<file path="config.mk">
export PLATFORM = sky130hd
export DESIGN_NAME = uart_rx_flat
export DESIGN_NICKNAME = d
export VERILOG_FILES = /design/src/rtl/uart_pkg.sv /design/src/rtl/uart_rx_if.sv /design/src/rtl/uart_sync2.sv /design/src/rtl/uart_rx.sv /design/src/flat_wrapper.sv
export SDC_FILE = /design/constraint.sdc
export NUM_CORES = 1
export LEC_CHECK = 0
export BUFFER_PORTS_ARGS = -buffer_cell sky130_fd_sc_hd__clkbuf_2
export CAP_MARGIN = 10
export CELL_PAD_IN_SITES_DETAIL_PLACEMENT = 1
export CELL_PAD_IN_SITES_GLOBAL_PLACEMENT = 1
export CORE_MARGIN = 2
export CORE_UTILIZATION = 51
export DETAILED_ROUTE_END_ITERATION = 16
export PLACE_DENSITY = 0.8
export RECOVER_POWER = 50
export SLEW_MARGIN = 20
export SYNTH_ARGS = -nofsm -noshare
export SYNTH_HDL_FRONTEND = slang
export SYNTH_HIERARCHICAL = 1
export SYNTH_SLANG_ARGS = --single-unit
export TNS_END_PERCENT = 30
</file>
<file path="constraint.sdc">
create_clock -name clk -period 2.6 [get_ports clk]
set_input_delay 0 -clock clk [delete_from_list [all_inputs] [get_ports clk]]
set_output_delay 0 -clock clk [all_outputs]
set_load 0.02 [all_outputs]
</file>
<file path="src/rtl/uart_pkg.sv">
// Shared UART constants and the receiver state encoding, common to rx, tx and
// baud-generator users.
package uart_pkg;

  localparam int UART_DATA_BITS    = 8;
  localparam int UART_CLKS_PER_BIT = 20;

  typedef enum logic [1:0] {
    IDLE  = 2'd0,
    START = 2'd1,
    DATA  = 2'd2,
    STOP  = 2'd3
  } rx_state_e;

endpackage

</file>
<file path="src/rtl/uart_rx_if.sv">
// Line-side and byte-side signals of the UART receiver; the master drives the
// serial line and consumes bytes, the slave is the receiver itself.
interface uart_rx_if;
  import uart_pkg::*;

  logic                      rx;
  logic [UART_DATA_BITS-1:0] rx_data;
  logic                      rx_valid;
  logic                      frame_err;
  logic                      busy;

  modport master (output rx, input rx_data, rx_valid, frame_err, busy);
  modport slave  (input rx, output rx_data, rx_valid, frame_err, busy);

endinterface

</file>
<file path="src/rtl/uart_sync2.sv">
// Generic two-flop synchronizer for a single asynchronous bit; both flops
// reset to RST_VAL so the output matches the idle level of the input.
module uart_sync2 #(
  parameter logic RST_VAL = 1'b1
) (
  input  logic clk,
  input  logic rst_n,
  input  logic d_i,
  output logic q_o
);

  logic meta_q;
  logic sync_q;

  // NOTE: non-blocking assignments let both flops sample their old values on
  // the same edge; blocking here would collapse the chain into one flop.
  always_ff @(posedge clk or negedge rst_n) begin
    if (!rst_n) begin
      meta_q <= RST_VAL;
      sync_q <= RST_VAL;
    end else begin
      meta_q <= d_i;
      sync_q <= meta_q;
    end
  end

  assign q_o = sync_q;

endmodule

</file>
<file path="src/rtl/uart_rx.sv">
// 8N1 UART receiver: synchronizes rx, validates the start bit at mid-bit,
// samples data and stop bits at mid-bit and emits a valid or framing-error strobe.
module uart_rx
  import uart_pkg::*;
#(
  parameter int CLKS_PER_BIT = UART_CLKS_PER_BIT
) (
  input  logic     clk,
  input  logic     rst_n,
  uart_rx_if.slave bus
);

  localparam int HALF_BIT = CLKS_PER_BIT / 2;
  localparam int CNT_W    = $clog2(CLKS_PER_BIT);

  localparam logic [CNT_W-1:0] HALF_LAST = CNT_W'(HALF_BIT - 1);
  localparam logic [CNT_W-1:0] BIT_LAST  = CNT_W'(CLKS_PER_BIT - 1);
  localparam logic [2:0]       IDX_LAST  = 3'(UART_DATA_BITS - 1);

  logic rx_s;
  logic rx_q;

  rx_state_e                 state_q,   state_d;
  logic [CNT_W-1:0]          cnt_q,     cnt_d;
  logic [2:0]                bit_idx_q, bit_idx_d;
  logic [UART_DATA_BITS-1:0] shreg_q,   shreg_d;

  logic                      rx_valid_q,  rx_valid_d;
  logic                      frame_err_q, frame_err_d;
  logic [UART_DATA_BITS-1:0] rx_data_q,   rx_data_d;

  uart_sync2 #(.RST_VAL(1'b1)) u_sync (
    .clk   (clk),
    .rst_n (rst_n),
    .d_i   (bus.rx),
    .q_o   (rx_s)
  );

  // Previous synchronized sample; IDLE only reacts to a genuine falling edge.
  always_ff @(posedge clk or negedge rst_n) begin
    if (!rst_n) rx_q <= 1'b1;
    else        rx_q <= rx_s;
  end

  always_ff @(posedge clk or negedge rst_n) begin
    if (!rst_n) begin
      state_q   <= IDLE;
      cnt_q     <= '0;
      bit_idx_q <= '0;
      shreg_q   <= '0;
    end else begin
      state_q   <= state_d;
      cnt_q     <= cnt_d;
      bit_idx_q <= bit_idx_d;
      shreg_q   <= shreg_d;
    end
  end

  // NOTE: every signal gets a default before the case so no path leaves it
  // unassigned, which would otherwise infer a latch.
  always_comb begin
    state_d   = state_q;
    cnt_d     = cnt_q + 1'b1;
    bit_idx_d = bit_idx_q;
    shreg_d   = shreg_q;

    unique case (state_q)
      IDLE: begin
        cnt_d = '0;
        if (rx_q && !rx_s) state_d = START;
      end
      START: begin
        if (cnt_q == HALF_LAST) begin
          cnt_d     = '0;
          bit_idx_d = '0;
          state_d   = rx_s ? IDLE : DATA;
        end
      end
      DATA: begin
        if (cnt_q == BIT_LAST) begin
          cnt_d              = '0;
          shreg_d[bit_idx_q] = rx_s;
          if (bit_idx_q == IDX_LAST) state_d   = STOP;
          else                       bit_idx_d = bit_idx_q + 1'b1;
        end
      end
      STOP: begin
        // Leave at mid stop bit so a start edge right after it is not missed.
        if (cnt_q == BIT_LAST) begin
          cnt_d   = '0;
          state_d = IDLE;
        end
      end
      default: begin
        cnt_d   = '0;
        state_d = IDLE;
      end
    endcase
  end

  always_comb begin
    rx_valid_d  = 1'b0;
    frame_err_d = 1'b0;
    rx_data_d   = rx_data_q;
    if (state_q == STOP && cnt_q == BIT_LAST) begin
      if (rx_s) begin
        rx_valid_d = 1'b1;
        rx_data_d  = shreg_q;
      end else begin
        frame_err_d = 1'b1;
      end
    end
  end

  always_ff @(posedge clk or negedge rst_n) begin
    if (!rst_n) begin
      rx_valid_q  <= 1'b0;
      frame_err_q <= 1'b0;
      rx_data_q   <= '0;
    end else begin
      rx_valid_q  <= rx_valid_d;
      frame_err_q <= frame_err_d;
      rx_data_q   <= rx_data_d;
    end
  end

  assign bus.rx_data   = rx_data_q;
  assign bus.rx_valid  = rx_valid_q;
  assign bus.frame_err = frame_err_q;
  assign bus.busy      = (state_q != IDLE);

endmodule

</file>
<file path="src/flat_wrapper.sv">
// flat-port wrapper written by rule: the top's interface ports become plain ports
module uart_rx_flat import uart_pkg::*;
#(
  parameter int CLKS_PER_BIT = UART_CLKS_PER_BIT
)
  (clk, rst_n, bus_rx, bus_rx_data, bus_rx_valid, bus_frame_err, bus_busy);
  uart_rx_if bus_i ();
  input  logic clk;
  input  logic rst_n;
  input wire logic [$bits(bus_i.rx)-1:0] bus_rx;
  output wire logic [$bits(bus_i.rx_data)-1:0] bus_rx_data;
  output wire logic [$bits(bus_i.rx_valid)-1:0] bus_rx_valid;
  output wire logic [$bits(bus_i.frame_err)-1:0] bus_frame_err;
  output wire logic [$bits(bus_i.busy)-1:0] bus_busy;
  assign bus_i.rx = bus_rx;
  assign bus_rx_data = bus_i.rx_data;
  assign bus_rx_valid = bus_i.rx_valid;
  assign bus_frame_err = bus_i.frame_err;
  assign bus_busy = bus_i.busy;
  uart_rx #(.CLKS_PER_BIT(CLKS_PER_BIT)) u_core (.clk(clk), .rst_n(rst_n), .bus(bus_i));
endmodule
</file>
==> results.py <==
metrics = {
    "sta": {
        "rsz0062_at_grt": "no",
        "max_freq_mhz": 510,
        "final_max_slew_viol_count": 32,
        "clock_skew_ns": 0.00991,
        "setup_viol_count_final": 0,
        "tns_ns": 0,
        "hold_violations": 0,
        "fin_crit_ns": 1.96,
        "finalCritPeriodShare_pct": 75.4,
        "tightestPinTransition_ns": 1.61,
        "slew_headroom_pct": -7.15,
    },
    "routing": {
        "drt_iter0_markers": 12,
        "drt-total-wl_um": 2620,
        "vias": 866,
        "ant_nets": 0,
        "avgRoutedWirePerCell_um": 16.8,
        "firstDrtPassIters": 3,
        "drcViolationCount": 0,
        "vias_per_cell": 5.55,
    },
    "flow_run": {
        "maxCapViolCount": 1,
    },
    "critical_path": {
        "critPathBufInv": 0,
        "path_cells": "ha_1 -> ha_1 -> and4bb_2 -> a22oi_1 -> mux2_1",
        "max_stage_delay_ns": 0.55,
        "cp.required_ns": 2.82,
        "cp_common_cell": "ha_1",
        "end_kind": "flop",
        "critPathSlowestCell": "dfrtp_1",
        "critical_path_class": "reg2reg",
        "start_kind": "flop",
        "cp.arrival_ns": 2.18,
        "rr_worst_depth": 5,
        "crit_cells": 5,
        "path_max_fanout": 9,
        "critPathTopFamily": "flip-flops",
    },
    "clocking": {
        "cts_resized": 0,
        "cts_htree_levels": 2,
        "cts_setup_buffers": 0,
        "cts_tree": "yes",
        "hold_buffers": 2,
        "cts.sinks": 31,
        "clkLatencyLatePin_ns": 0.34,
        "cts_buffer_depth": 2,
        "clkTransAtPathRegs_ns": 0.10,
        "cts_root_buf": "clkbuf_4",
        "cts_buffers": 5,
    },
    "placed_design": {
        "dp_hpwl_um": 1840,
        "port_buffers": 13,
        "place.gp.congestion": 0.835,
    },
    "grt": {
        "grt-ovfl-total": 0,
        "grt_pass1_wl_um": 4460,
        "grt_pass1_vias": 884,
        "antenna_found_initial": 0,
        "grt_max_degree": 32,
        "track_usage_pct": 18.7,
    },
    "worst_hold_path": {
        "hp-class": "in2reg",
        "hold_path_depth": 2,
    },
    "logic_synthesis": {
        "ys_seq_area_share_pct": 53.6,
        "synth_cells": 108,
        "ys_types": 37,
        "syn_area_um2": 1450,
        "synth_nets": 115,
        "yosys_warnings": 6,
        "synth_area_per_cell_um2": 13.5,
        "ys_ff_latch": 31,
    },
    "die": {
        "start_util_pct": 53.2,
        "dieArea_um2": 3290,
        "fp-row-count": 19,
        "core_um2": 2730,
        "dieHeight_um": 57.4,
        "design.portCount": 14,
        "die_w_um": 57.4,
    },
    "final_layout": {
        "syn_to_final_growth_pct": 9.47,
        "diodes": 0,
        "final_common_cell": "dfrtp_1",
        "fillers": 288,
        "multi_input_comb_area_um2": 627,
        "drive_above_1_share_pct": 24.0,
        "final_cell_mix": "dfrtp_1, mux2_1, clkbuf_2",
        "nets": 131,
        "register_area_um2": 779,
    },
    "run_status": {
        "violations": "max-capacitance violations, max-slew violations",
        "status": "finished with violations",
    },
    "pwr": {
        "irDropWorstVdd_v": 0.000366,
        "p_per_area_nw_per_um2": 506,
        "power_mw": 0.806,
        "p_leak_nw": 0.790,
    },
}
sequential cells by signal, summed over array words and instances (netlist names), named ones only:
name / cells
u_core/bit_idx_q: 3
u_core/bus.frame_err: 1
u_core/bus.rx_data: 8
u_core/bus.rx_valid: 1
u_core/cnt_q: 5
u_core/rx_q: 1
u_core/shreg_q: 8
u_core/state_q: 1
u_core/u_sync/meta_q: 1
u_core/u_sync/q_o: 1
worst paths after layout:
path                                 startpoint                    end  slack, ns
max in group asynchronous                 rst_n        u_core/cnt_q[4]       1.07
setup reg to reg            u_core/bit_idx_q[0]    u_core/bit_idx_q[2]       0.64
setup / recovery            u_core/bit_idx_q[0]    u_core/bit_idx_q[2]       0.64
hold / removal                           bus_rx   u_core/u_sync/meta_q       0.30
hold reg to reg            u_core/u_sync/meta_q      u_core/u_sync/q_o       0.37
min in group asynchronous                 rst_n  u_core/bus.rx_data[5]       0.59
power by group:
group | switching, mW | internal, mW | total, mW
clock | 0.163 | 0.105 | 0.268
sequential | 0.0107 | 0.490 | 0.501
combinational | 0.0217 | 0.0152 | 0.0369
layout make-up:
class                      count  area share, %
clock buffer                   7           2.83
clock inverter                 1          0.314
inverter                       4          0.943
multi-input combinational     67           39.4
sequential                    31           49.0
tap                           31           2.44
timing repair buffer          15           5.11
worst reg2reg max path, delay by kind of cell (launching register included):
kind	cells	cell delay [ns]
DFF	1	0.55
adders and majority gates	2	0.39
and+or+nand+nor	1	0.25
muxes	1	0.36
AOI/OAI and AO/OA	1	0.28
metrics by stage:
stage	utilization, %	instance area (µm²)	setup WS, ns	hold slack (ns)	std cells
floorplan	-	1450	0.988	-0.296	108
detailed placement	55.8	1530	0.693	0.0909	146
CTS	58.4	1600	0.657	0.271	156
global route	58.2	1590	0.541	0.277	156
finish	58.2	1590	0.641	0.298	156
global placement	55.8	1530	0.791	0.0874	146
cells in the mapped netlist, drive strengths merged:
master | instances | area share, %
a21bo | 1 | 0.69
a21oi | 2 | 0.69
a22oi | 1 | 0.52
a2bb2oi | 1 | 1.0
a31oi | 1 | 0.43
and3 | 2 | 0.86
and3b | 2 | 1.2
and4bb | 3 | 2.6
buf | 3 | 1.5
clkbuf | 3 | 0.77
dfrtp | 28 | 48
dfstp | 3 | 5.4
ha | 4 | 3.4
inv | 4 | 1.0
mux2 | 19 | 15
nand2 | 2 | 0.52
nand2b | 1 | 0.43
nand3 | 5 | 2.6
nand4 | 2 | 0.86
nand4b | 2 | 1.2
nand4bb | 1 | 0.77
nor2 | 6 | 1.5
nor2b | 1 | 0.43
nor3 | 1 | 0.34
nor3b | 1 | 1.3
nor4 | 2 | 1.7
nor4b | 1 | 1.6
or2 | 1 | 0.43
or3b | 2 | 1.4
xnor2 | 1 | 0.60
xor2 | 2 | 1.2
cell families after synthesis:
kind of cell,after synthesis,share of synthesized area [%]
xor+xnor,3,1.81
simple gates,35,19.8
compound gates,6,3.36
flops,31,53.6
mux,19,14.7
fa+ha+maj,4,3.44
buf+inv,10,3.27
layer usage:
layer  part of all wire [%]  wire (µm)  vias to the layer above  GRT usage, %
met5                      0          0                        -             0
met1                     46       1210                      427          23.7
li1                       -          -                      416             -
met3                    3.4         88                        8          6.80
met2                     48       1260                       15          28.9
met4                    2.4         62                        0          7.97
Note: power is estimated with default switching activity, not from simulation.
